## src/rtl/bram_pingpong_scheduler.sv

```systemverilog
// Streams a two-bank (ping-pong) sample BRAM out over AXI-Stream in strict bank order.
// BRAM read latency is absorbed by a small output FIFO that issues reads only when it has credit.
module bram_pingpong_scheduler #(
    parameter int ADDR_WIDTH = 5,
    parameter int DATA_WIDTH = 32,
    parameter int RD_LATENCY = 2,
    parameter int GAP_CYCLES = 2
) (
    input  logic                  clk,
    input  logic                  rst,
    input  logic [ADDR_WIDTH:0]   frame_len,
    input  logic [1:0]            bank_full_set,
    output logic [1:0]            bank_free,
    output logic                  bram_en,
    output logic                  bram_bank_sel,
    output logic [ADDR_WIDTH-1:0] bram_addr,
    input  logic [DATA_WIDTH-1:0] bram_rdata,
    output logic [DATA_WIDTH-1:0] m_axis_tdata,
    output logic                  m_axis_tvalid,
    input  logic                  m_axis_tready,
    output logic                  m_axis_tlast,
    output logic                  busy,
    output logic                  overflow_err
);

    localparam int FIFO_DEPTH = RD_LATENCY + 2;
    localparam int PW = $clog2(FIFO_DEPTH);
    localparam int CW = $clog2(FIFO_DEPTH + 1);
    localparam int GW = (GAP_CYCLES > 1) ? $clog2(GAP_CYCLES) : 1;
    localparam logic [ADDR_WIDTH:0] MAX_LEN = {1'b1, {ADDR_WIDTH{1'b0}}};

    typedef enum logic [1:0] {
        ST_IDLE  = 2'd0,
        ST_READ  = 2'd1,
        ST_DRAIN = 2'd2,
        ST_GAP   = 2'd3
    } state_t;

    state_t                  state_q, state_d;
    logic                    ptr_q, ptr_d;
    logic [1:0]              bank_full_q, bank_full_d;
    logic                    overflow_q, overflow_d;
    logic [1:0]              bank_free_q, bank_free_d;
    logic [ADDR_WIDTH:0]     len_q, len_d;
    logic [ADDR_WIDTH-1:0]   addr_q, addr_d;
    logic                    bank_sel_q, bank_sel_d;
    logic [GW-1:0]           gap_q, gap_d;
    logic [RD_LATENCY-1:0]   vld_pipe_q, vld_pipe_d;
    logic [RD_LATENCY-1:0]   last_pipe_q, last_pipe_d;
    logic [DATA_WIDTH-1:0]   fifo_data_q [FIFO_DEPTH];
    logic [DATA_WIDTH-1:0]   fifo_data_d [FIFO_DEPTH];
    logic [FIFO_DEPTH-1:0]   fifo_last_q, fifo_last_d;
    logic [PW-1:0]           wr_ptr_q, wr_ptr_d;
    logic [PW-1:0]           rd_ptr_q, rd_ptr_d;
    logic [CW-1:0]           count_q, count_d;

    logic [CW-1:0]           outstanding_s;
    logic [CW:0]             occ_s;
    logic                    bram_en_s;
    logic                    final_addr_s;
    logic                    tvalid_s;
    logic                    tlast_s;
    logic                    push_s;
    logic                    pop_s;

    function automatic logic [PW-1:0] ptr_inc(input logic [PW-1:0] p);
        if (p == PW'(FIFO_DEPTH - 1)) begin
            return '0;
        end else begin
            return p + PW'(1);
        end
    endfunction

    // Read credit, FIFO handshakes, latency pipeline and bank flags.
    always_comb begin
        outstanding_s = '0;
        for (int i = 0; i < RD_LATENCY; i++) begin
            outstanding_s = outstanding_s + CW'(vld_pipe_q[i]);
        end
        occ_s        = {1'b0, count_q} + {1'b0, outstanding_s};
        final_addr_s = ({1'b0, addr_q} == (len_q - (ADDR_WIDTH + 1)'(1)));
        bram_en_s    = (state_q == ST_READ) && (occ_s < (CW + 1)'(FIFO_DEPTH));
        tvalid_s     = (count_q != '0);
        tlast_s      = tvalid_s & fifo_last_q[rd_ptr_q];
        push_s       = vld_pipe_q[RD_LATENCY-1];
        pop_s        = tvalid_s & m_axis_tready;

        vld_pipe_d     = vld_pipe_q;
        last_pipe_d    = last_pipe_q;
        vld_pipe_d[0]  = bram_en_s;
        last_pipe_d[0] = bram_en_s & final_addr_s;
        for (int i = 1; i < RD_LATENCY; i++) begin
            vld_pipe_d[i]  = vld_pipe_q[i-1];
            last_pipe_d[i] = last_pipe_q[i-1];
        end

        fifo_data_d = fifo_data_q;
        fifo_last_d = fifo_last_q;
        if (push_s) begin
            fifo_data_d[wr_ptr_q] = bram_rdata;
            fifo_last_d[wr_ptr_q] = last_pipe_q[RD_LATENCY-1];
            wr_ptr_d              = ptr_inc(wr_ptr_q);
        end else begin
            wr_ptr_d = wr_ptr_q;
        end
        if (pop_s) begin
            rd_ptr_d = ptr_inc(rd_ptr_q);
        end else begin
            rd_ptr_d = rd_ptr_q;
        end
        case ({push_s, pop_s})
            2'b10:   count_d = count_q + CW'(1);
            2'b01:   count_d = count_q - CW'(1);
            default: count_d = count_q;
        endcase

        // A set coinciding with the free pulse of the same bank wins silently.
        bank_full_d = bank_full_q;
        for (int b = 0; b < 2; b++) begin
            if (bank_full_set[b]) begin
                bank_full_d[b] = 1'b1;
            end else if (bank_free_q[b]) begin
                bank_full_d[b] = 1'b0;
            end else begin
                bank_full_d[b] = bank_full_q[b];
            end
        end
        overflow_d = overflow_q | (|(bank_full_set & bank_full_q & ~bank_free_q));
    end

    // Frame sequencing: next state, frame registers and bank hand-back.
    always_comb begin
        state_d     = state_q;
        ptr_d       = ptr_q;
        len_d       = len_q;
        addr_d      = addr_q;
        bank_sel_d  = bank_sel_q;
        gap_d       = gap_q;
        bank_free_d = 2'b00;
        case (state_q)
            ST_IDLE: begin
                if (bank_full_q[ptr_q]) begin
                    state_d    = ST_READ;
                    addr_d     = '0;
                    bank_sel_d = ptr_q;
                    if ((frame_len == '0) || (frame_len > MAX_LEN)) begin
                        len_d = MAX_LEN;
                    end else begin
                        len_d = frame_len;
                    end
                end else begin
                    state_d = ST_IDLE;
                end
            end
            ST_READ: begin
                if (bram_en_s) begin
                    addr_d = addr_q + ADDR_WIDTH'(1);
                    if (final_addr_s) begin
                        state_d = ST_DRAIN;
                    end else begin
                        state_d = ST_READ;
                    end
                end else begin
                    state_d = ST_READ;
                end
            end
            ST_DRAIN: begin
                if (pop_s && tlast_s) begin
                    bank_free_d = ptr_q ? 2'b10 : 2'b01;
                    ptr_d       = ~ptr_q;
                    gap_d       = '0;
                    state_d     = (GAP_CYCLES == 0) ? ST_IDLE : ST_GAP;
                end else begin
                    state_d = ST_DRAIN;
                end
            end
            ST_GAP: begin
                if (gap_q == GW'(GAP_CYCLES - 1)) begin
                    state_d = ST_IDLE;
                end else begin
                    gap_d = gap_q + GW'(1);
                end
            end
            default: state_d = ST_IDLE;
        endcase
    end

    // State and datapath registers with synchronous reset.
    always_ff @(posedge clk) begin
        if (rst) begin
            state_q     <= ST_IDLE;
            ptr_q       <= 1'b0;
            bank_full_q <= 2'b00;
            overflow_q  <= 1'b0;
            bank_free_q <= 2'b00;
            len_q       <= '0;
            addr_q      <= '0;
            bank_sel_q  <= 1'b0;
            gap_q       <= '0;
            vld_pipe_q  <= '0;
            last_pipe_q <= '0;
            fifo_last_q <= '0;
            wr_ptr_q    <= '0;
            rd_ptr_q    <= '0;
            count_q     <= '0;
            for (int i = 0; i < FIFO_DEPTH; i++) begin
                fifo_data_q[i] <= '0;
            end
        end else begin
            state_q     <= state_d;
            ptr_q       <= ptr_d;
            bank_full_q <= bank_full_d;
            overflow_q  <= overflow_d;
            bank_free_q <= bank_free_d;
            len_q       <= len_d;
            addr_q      <= addr_d;
            bank_sel_q  <= bank_sel_d;
            gap_q       <= gap_d;
            vld_pipe_q  <= vld_pipe_d;
            last_pipe_q <= last_pipe_d;
            fifo_last_q <= fifo_last_d;
            wr_ptr_q    <= wr_ptr_d;
            rd_ptr_q    <= rd_ptr_d;
            count_q     <= count_d;
            fifo_data_q <= fifo_data_d;
        end
    end

    // busy covers the decision cycle in which a full bank is accepted.
    assign busy          = (state_q != ST_IDLE) || (state_d != ST_IDLE);
    assign bank_free     = bank_free_q;
    assign bram_en       = bram_en_s;
    assign bram_bank_sel = bank_sel_q;
    assign bram_addr     = addr_q;
    assign m_axis_tdata  = fifo_data_q[rd_ptr_q];
    assign m_axis_tvalid = tvalid_s;
    assign m_axis_tlast  = tlast_s;
    assign overflow_err  = overflow_q;

endmodule

```

## config.mk

```make
export PLATFORM = sky130hd
export DESIGN_NAME = bram_pingpong_scheduler
export DESIGN_NICKNAME = d
export VERILOG_FILES = /design/src/rtl/bram_pingpong_scheduler.sv
export SDC_FILE = /design/constraint.sdc
export NUM_CORES = 1
export LEC_CHECK = 0
export CORE_MARGIN = 1
export CORE_UTILIZATION = 25
export CTS_CLUSTER_DIAMETER = 150
export DETAILED_ROUTE_END_ITERATION = 6
export PLACE_DENSITY = 0.47
export SYNTH_ARGS = -nofsm -noshare
export SYNTH_HDL_FRONTEND = slang
export SYNTH_SLANG_ARGS = --single-unit
```

## constraint.sdc

```tcl
create_clock -name clk -period 2.4 [get_ports clk]
set_input_delay 0.36 -clock clk [delete_from_list [all_inputs] [get_ports clk]]
set_output_delay 0.36 -clock clk [all_outputs]
set_load 0.02 [all_outputs]
```

==> metrics.md, run 1 <==
| Metric | Value |
|---|---|
| DR vias | 5483 |
| Count of final setup violators | 0 |
| Setup WS pre-CTS | 0.107 ns |
| Clk pwr share | 45.2% |
| Dominant synthesized flop cell | dfxtp_1 |
| Die width | 167 µm |
| Worst Tran Pin Value | 0.525 ns |
| Vias in the first global route | 5364 |
| Synthesis-stage register bit count | 164 |
| Power per cell area | 716 mW/mm² |
| Chip height | 167 µm |
| Hold Buf Count CTS | 0 |
| Area Overhead vs Synth | 28.3% |
| Post-route ant nets | 0 |
| Worst setup path class | flop to output port |
| Clk_lat worst skew | 0.44 ns |
| CTS tree | done |
| Worst setup slack after layout | 0.0698 ns |
| Setup Total Neg Slack | 0 ns |
| Post-route clock period utilization | 97.1% |
| Fin crit period | 2.33 ns |
| Row count | 59 |
| Final core occ | 33.1% |
| First-pass GRT wire length | 30200 µm |
| WP data arrival | 1.97 ns |
| Syn Nets | 843 |
| Fin. max-slew vios | 0 |
| H-tree Lvls | 4 |
| Cts bufs inserted | 17 |
| Ranking of synthesized cells by area | dfxtp_1 48%, nand2_1 15%, mux4_2 11% |
| FMAX | 429 MHz |
| Cells after Synth | 790 |
| WL/cell | 15.6 µm |
| Area of the core | 0.0264 mm² |
| CTS Sinks | 164 |
| Die area | 0.0279 mm² |
| YS warnings | 0 |
| Reg power frac | 45.0% |
| Post-DP HPWL | 11400 µm |
| Share of layout cells above drive strength 1 | 11.3% |
| DR iter-0 viols | 339 |
| Final Instance Area | 0.00872 mm² |
| Max-Slew Margin vs Limit | 65.0% |
| Largest net degree at the start of global routing | 42 |
| GRT Total Usage | 14.0% |
| Psw | 1.60 mW |
| Synth area leader | dfxtp_1 |
| Sw Share | 25.6% |
| Post-synthesis sequential area ratio | 48.3% |
| Final hold vios | 0 |
| DR vias/cell | 4.52 |
| Syn Std Cell Area | 0.00680 mm² |
| Worst hold slack | 0.382 ns |
| Clk pin slew, worst setup/hold paths | 0.08 ns |
| Final Net Count | 918 |
| CP Launch Type | flop |
| VDD IR max | 0.441 mV |
| EDFF count, synth | 0 |
| Grt ovf | 0 |
| # diodes | 0 |
| Yosys cell types | 39 |
| Post-CTS Setup Inserts | 0 |
| CP Capture Type | output port |
| Max-cap violations | 0 |
| Ys async rst share | 0% |
| Combinational Power Share | 9.8% |
| Boundary Pins | 88 |
| Critical path peak fanout | 8 |
| Hold Crit Class | primary input to flop |
| Initial antenna violation count | 0 |
| CP required | 2.04 ns |
| Post-Route Skew | 0.0177 ns |
| Bufs on Longest Clock Path | 2 |
| Run status | finished, final reports clean |
| DRC errors left | 0 |
| Root buffer cell | clkbuf_16 |
| TritonRoute pass-1 iters | 6 |
| P_int | 4.65 mW |
| Initial Util | 25.8% |
| Leakage power | 3.03 nW |
| Average footprint of a synthesized cell | 8.60 µm² |
| Drt total wl | 18900 µm |
| RSZ-0062 raised after global routing | yes |
| Yosys top cell area share | 48.3% |
| Post-Place Cell Area | 0.00813 mm² |
| Routability cong. | 0.701 |
| Port Buffers | 87 |
==> per-layer routing <==
metal | global-route usage [%] | vias to the layer above | share of wire, %
li1 | - | 2802 | -
met1 | 19.1 | 2570 | 49
met2 | 22.4 | 102 | 46
met3 | 2.57 | 9 | 3.5
met4 | 4.07 | 0 | 0.82
met5 | 0 | - | 0
==> flip-flops by register name, summed over array words and instances, names as in the netlist <==
name / flops
rd_ptr_q: 2
overflow_err: 1
last_pipe_q: 2
bram_addr: 5
state_q: 2
bank_free: 2
gap_q: 1
wr_ptr_q: 2
bram_bank_sel: 1
len_q: 6
fifo_last_q: 4
ptr_q: 1
count_q: 3
vld_pipe_q: 2
fifo_data_q: 128
bank_full_q: 2
==> area by class of cell <==
| type | instances | area [µm²] |
|---|---|---|
| clock buffer | 18 | 439 |
| timing repair buffer | 112 | 1110 |
| fill | 2766 | 17600 |
| clock inverter | 14 | 166 |
| tap | 335 | 419 |
| sequential | 164 | 3290 |
| inverter | 10 | 37.5 |
| multi-input combinational | 560 | 3260 |
==> kinds of logic (layout without fill, tap and decap cells) <==
kind of cell             count (synthesis)  in the layout  share of synthesized area [%]
AND/OR/NAND/NOR                        344            344                           20.8
flip-flops                             164            164                           48.3
AO/OA/AOI/OAI                          159            159                           12.5
buffers and inverters                   66            154                           3.72
multiplexers                            35             35                           11.2
XOR/XNOR                                12             12                           1.55
adder cells (fa/ha/maj)                 10             10                           1.95
==> repair_timing <==
| item | in CTS | in global routing |
|---|---|---|
| setup endpoints to repair | 34 | 5 |
| gates cloned | 1 | 0 |
| gates resized for setup | 37 | 2 |
| endpoints found under the hold margin | 0 | 0 |
==> final timing paths <==
kind,cells after the start,to,start,slack (ns)
worst min register to register,2,fifo_data_q[28]$_SDFFE_PP0P_,fifo_data_q[28]$_SDFFE_PP0P_,0.45
worst min-delay path,2,ptr_q$_SDFFE_PP0P_,rst,0.38
worst max register to register,9,count_q[2]$_SDFFE_PP0P_,count_q[1]$_SDFFE_PP0P_,0.31
worst max-delay path,3,m_axis_tdata[2],rd_ptr_q[0]$_SDFFE_PP0N_,0.07
==> power by group through the flow <==
stage | clock (mW) | combinational, mW | sequential [mW]
after floorplan | 0 | 0.349 | 2.86
after global placement | 0 | 0.625 | 2.87
after detailed placement | 0 | 0.624 | 2.87
after CTS | 2.91 | 0.630 | 2.81
after global routing | 3.03 | 0.674 | 2.82
final | 2.82 | 0.614 | 2.81
==> per-stage QoR <==
step | std cells | power, mW
floorplan | 790 | 3.20
global placement | 1180 | 3.49
detailed placement | 1180 | 3.49
CTS | 1213 | 6.35
global route | 1213 | 6.52
finish | 1213 | 6.25
==> worst max-delay path: stages, from the launching register on <==
cell and delay [ns]:
dfxtp_4 0.43, buf_4 0.23, mux4_2 0.53, dlygate4sd2_1 0.34
==> cell usage after synthesis (all sizes together), types with 2 or more instances <==
master / number
inv: 10
or3: 2
dfxtp: 164
nor2: 24
xor2: 9
mux4: 33
mux2i: 2
buf: 8
o21ai: 3
a21oi: 146
a21o: 2
clkbuf: 48
and2: 5
nand4: 3
nand2: 280
xnor2: 3
nor3b: 6
or4: 2
nor2b: 7
ha: 9
nor3: 10
nand2b: 2
==> placed cells by master (no fill, tap or decap), drive strengths merged, types with 2 or more instances in the layout <==
cell	count
nand2b	2
mux4	33
dlygate4sd2	31
a21o	2
dfxtp	164
nor2b	7
ha	9
bufinv	2
inv	17
and2	5
nor2	24
clkinvlp	3
a21oi	146
nand4	3
xor2	9
buf	26
or3	2
o21ai	3
xnor2	3
or4	2
clkinv	2
nor3b	6
clkdlybuf4s50	52
nor3	10
clkdlybuf4s15	3
nand2	280
mux2i	2
clkbuf	18
No activity file was read; power rests on OpenSTA's default activity.
==> run 2, diff against run 1 <==
- SLEW_MARGIN: unset -> 10
==> results of run 2 <==
The final DEF is identical to that of run 1; final timing and power are the same.
==> run 3, diff against run 2 <==
- CORE_MARGIN: 1 -> 2
==> metrics.md, run 3 (synthesis results as in run 1) <==
| Metric | Value |
|---|---|
| Run status | finished, final reports clean |
| Max-cap violations | 0 |
| CP Capture Type | output port |
| Bufs on Longest Clock Path | 2 |
| Sw Share | 24.1% |
| FMAX | 434 MHz |
| Worst Tran Pin Value | 0.555 ns |
| Post-route ant nets | 0 |
| Non-filler instance count after layout | 1212 |
| CP required | 2.04 ns |
| Largest net degree at the start of global routing | 70 |
| Die width | 169 µm |
| Chip height | 169 µm |
| Routability cong. | 0.696 |
| Worst setup slack after layout | 0.0960 ns |
| Commonest non-fill, non-tap cell in the layout | nand2_1 |
| Die area | 0.0285 mm² |
| Port Buffers | 87 |
| Clk pwr share | 46.3% |
| VDD IR max | 0.366 mV |
| Commonest non-fill, non-tap cells in the layout | 276 x nand2_1, 162 x dfxtp_1, 145 x a21oi_1 |
| CP Launch Type | flop |
| Final hold vios | 0 |
| RSZ-0062 raised after global routing | no |
| Final Net Count | 912 |
| Filler instances | 2785 |
| Worst setup path class | flop to output port |
| TritonRoute pass-1 iters | 4 |
| DR iter-0 viols | 357 |
| DRC errors left | 0 |
| Post-CTS Setup Inserts | 0 |
| CTS Sinks | 164 |
| Fin crit period | 2.30 ns |
| Register area | 0.00329 mm² |
| WP data arrival | 1.94 ns |
| Root buffer cell | clkbuf_16 |
| P_int | 4.82 mW |
| R2r setup slk | 0.27 ns |
| Post-DP HPWL | 11700 µm |
| Largest Register | fifo_data_q |
| GRT Total Usage | 14.0% |
| Multi-input combinational cell area | 0.00328 mm² |
| Grt ovf | 0 |
| Row count | 60 |
| Drt total wl | 19500 µm |
| Clk pin slew, worst setup/hold paths | 0.07 ns |
| H-tree Lvls | 4 |
| CTS tree | done |
| Psw | 1.53 mW |
| Setup WS pre-CTS | 0.0754 ns |
| Setup Total Neg Slack | 0 ns |
| DR vias | 5500 |
| Vias in the first global route | 5590 |
| WL/cell | 16.1 µm |
| Fin. max-slew vios | 0 |
| Initial Util | 25.4% |
| Leakage power | 3.02 nW |
| # diodes | 0 |
| Reg power frac | 44.1% |
| Critical path peak fanout | 16 |
| Cell total after placement | 1181 |
| Count of final setup violators | 0 |
| DR vias/cell | 4.54 |
| Combinational Power Share | 9.5% |
| Boundary Pins | 88 |
| Cts bufs inserted | 17 |
| Max-Slew Margin vs Limit | 62.9% |
| Post-Route Skew | 0.0148 ns |
| Initial antenna violation count | 0 |
| Power per cell area | 727 mW/mm² |
| Max reg flops | 128 |
| Hold Crit Class | primary input to flop |
| First-pass GRT wire length | 31000 µm |
| Post-route clock period utilization | 96.0% |
| Clk_lat worst skew | 0.43 ns |
| Area of the core | 0.0268 mm² |
| Area Overhead vs Synth | 28.6% |
| Share of layout cells above drive strength 1 | 11.1% |
[run 3: cell types whose count changed in the layout (fill, tap and decap cells not counted), sizes merged]
cell           before  now
clkinvlp            3    1
inv                17   13
clkdlybuf4s15       3    0
bufinv              2    4
dlygate4sd2        31   34
clkbuf             18   21
buf                26   20
[run 3: worst max-delay path: stages (launching register included)]
cell and delay, ns:
dfxtp_2 0.41, buf_12 0.22, mux4_2 0.56, dlygate4sd2_1 0.34
[run 3: per-stage QoR]
step | hold WS (ns) | power, mW | util, % | instance area, µm²
3_3_place_gp | 0.435 | 3.50 | 30.5 | 8160
6_report | 0.342 | 6.36 | 32.6 | 8740
3_5_place_dp | 0.435 | 3.50 | 30.5 | 8160
5_1_grt | 0.345 | 6.62 | 32.6 | 8740
2_1_floorplan | 0.414 | 3.20 | - | 6800
4_1_cts | 0.335 | 6.46 | 32.6 | 8740
[run 3: final cells by class]
class / count / share of cell area [%]
repair buffers: 106 / 12.5
clock inverters: 10 / 1.96
inverters: 10 / 0.429
clock buffers: 21 / 5.15
flip-flops and latches: 164 / 37.6
multi-input cells: 560 / 37.5
well taps: 341 / 4.88
[run 3: layer usage]
metal | track usage [%] | vias up | wire, µm | share of wire, %
met5 | 0 | - | 0 | 0
met4 | 3.79 | 0 | 159 | 0.82
met3 | 2.76 | 9 | 797 | 4.1
met2 | 24.1 | 110 | 9570 | 49
met1 | 18.0 | 2594 | 8940 | 46
li1 | - | 2787 | - | -
[run 3: repair_timing]
item | in CTS | in global routing
gates resized for setup | 34 | 0
setup endpoints to repair | 34 | 0
hold buffers | 0 | 0
endpoints found under the hold margin | 0 | 0
[run 3: power by group through the flow]
stage               sequential, mW  clock (mW)  combinational, mW
finish                        2.81        2.94              0.605
global placement              2.87           0              0.632
global route                  2.81        3.15              0.662
floorplan                     2.86           0              0.349
CTS                           2.81        3.03              0.618
detailed placement            2.87           0              0.627
[run 3: path summary, 6_finish.rpt]
path                              from                    endpoint  depth (start not counted)
max           rd_ptr_q[0]$_SDFFE_PP0N_            m_axis_tdata[31]                          3
min                                rst  bram_bank_sel$_SDFFE_PP0P_                          2
max reg2reg    count_q[1]$_SDFFE_PP0P_     count_q[2]$_SDFFE_PP0P_                          9
min reg2reg  last_pipe_q[0]$_SDFF_PP0_   last_pipe_q[1]$_SDFF_PP0_                          1
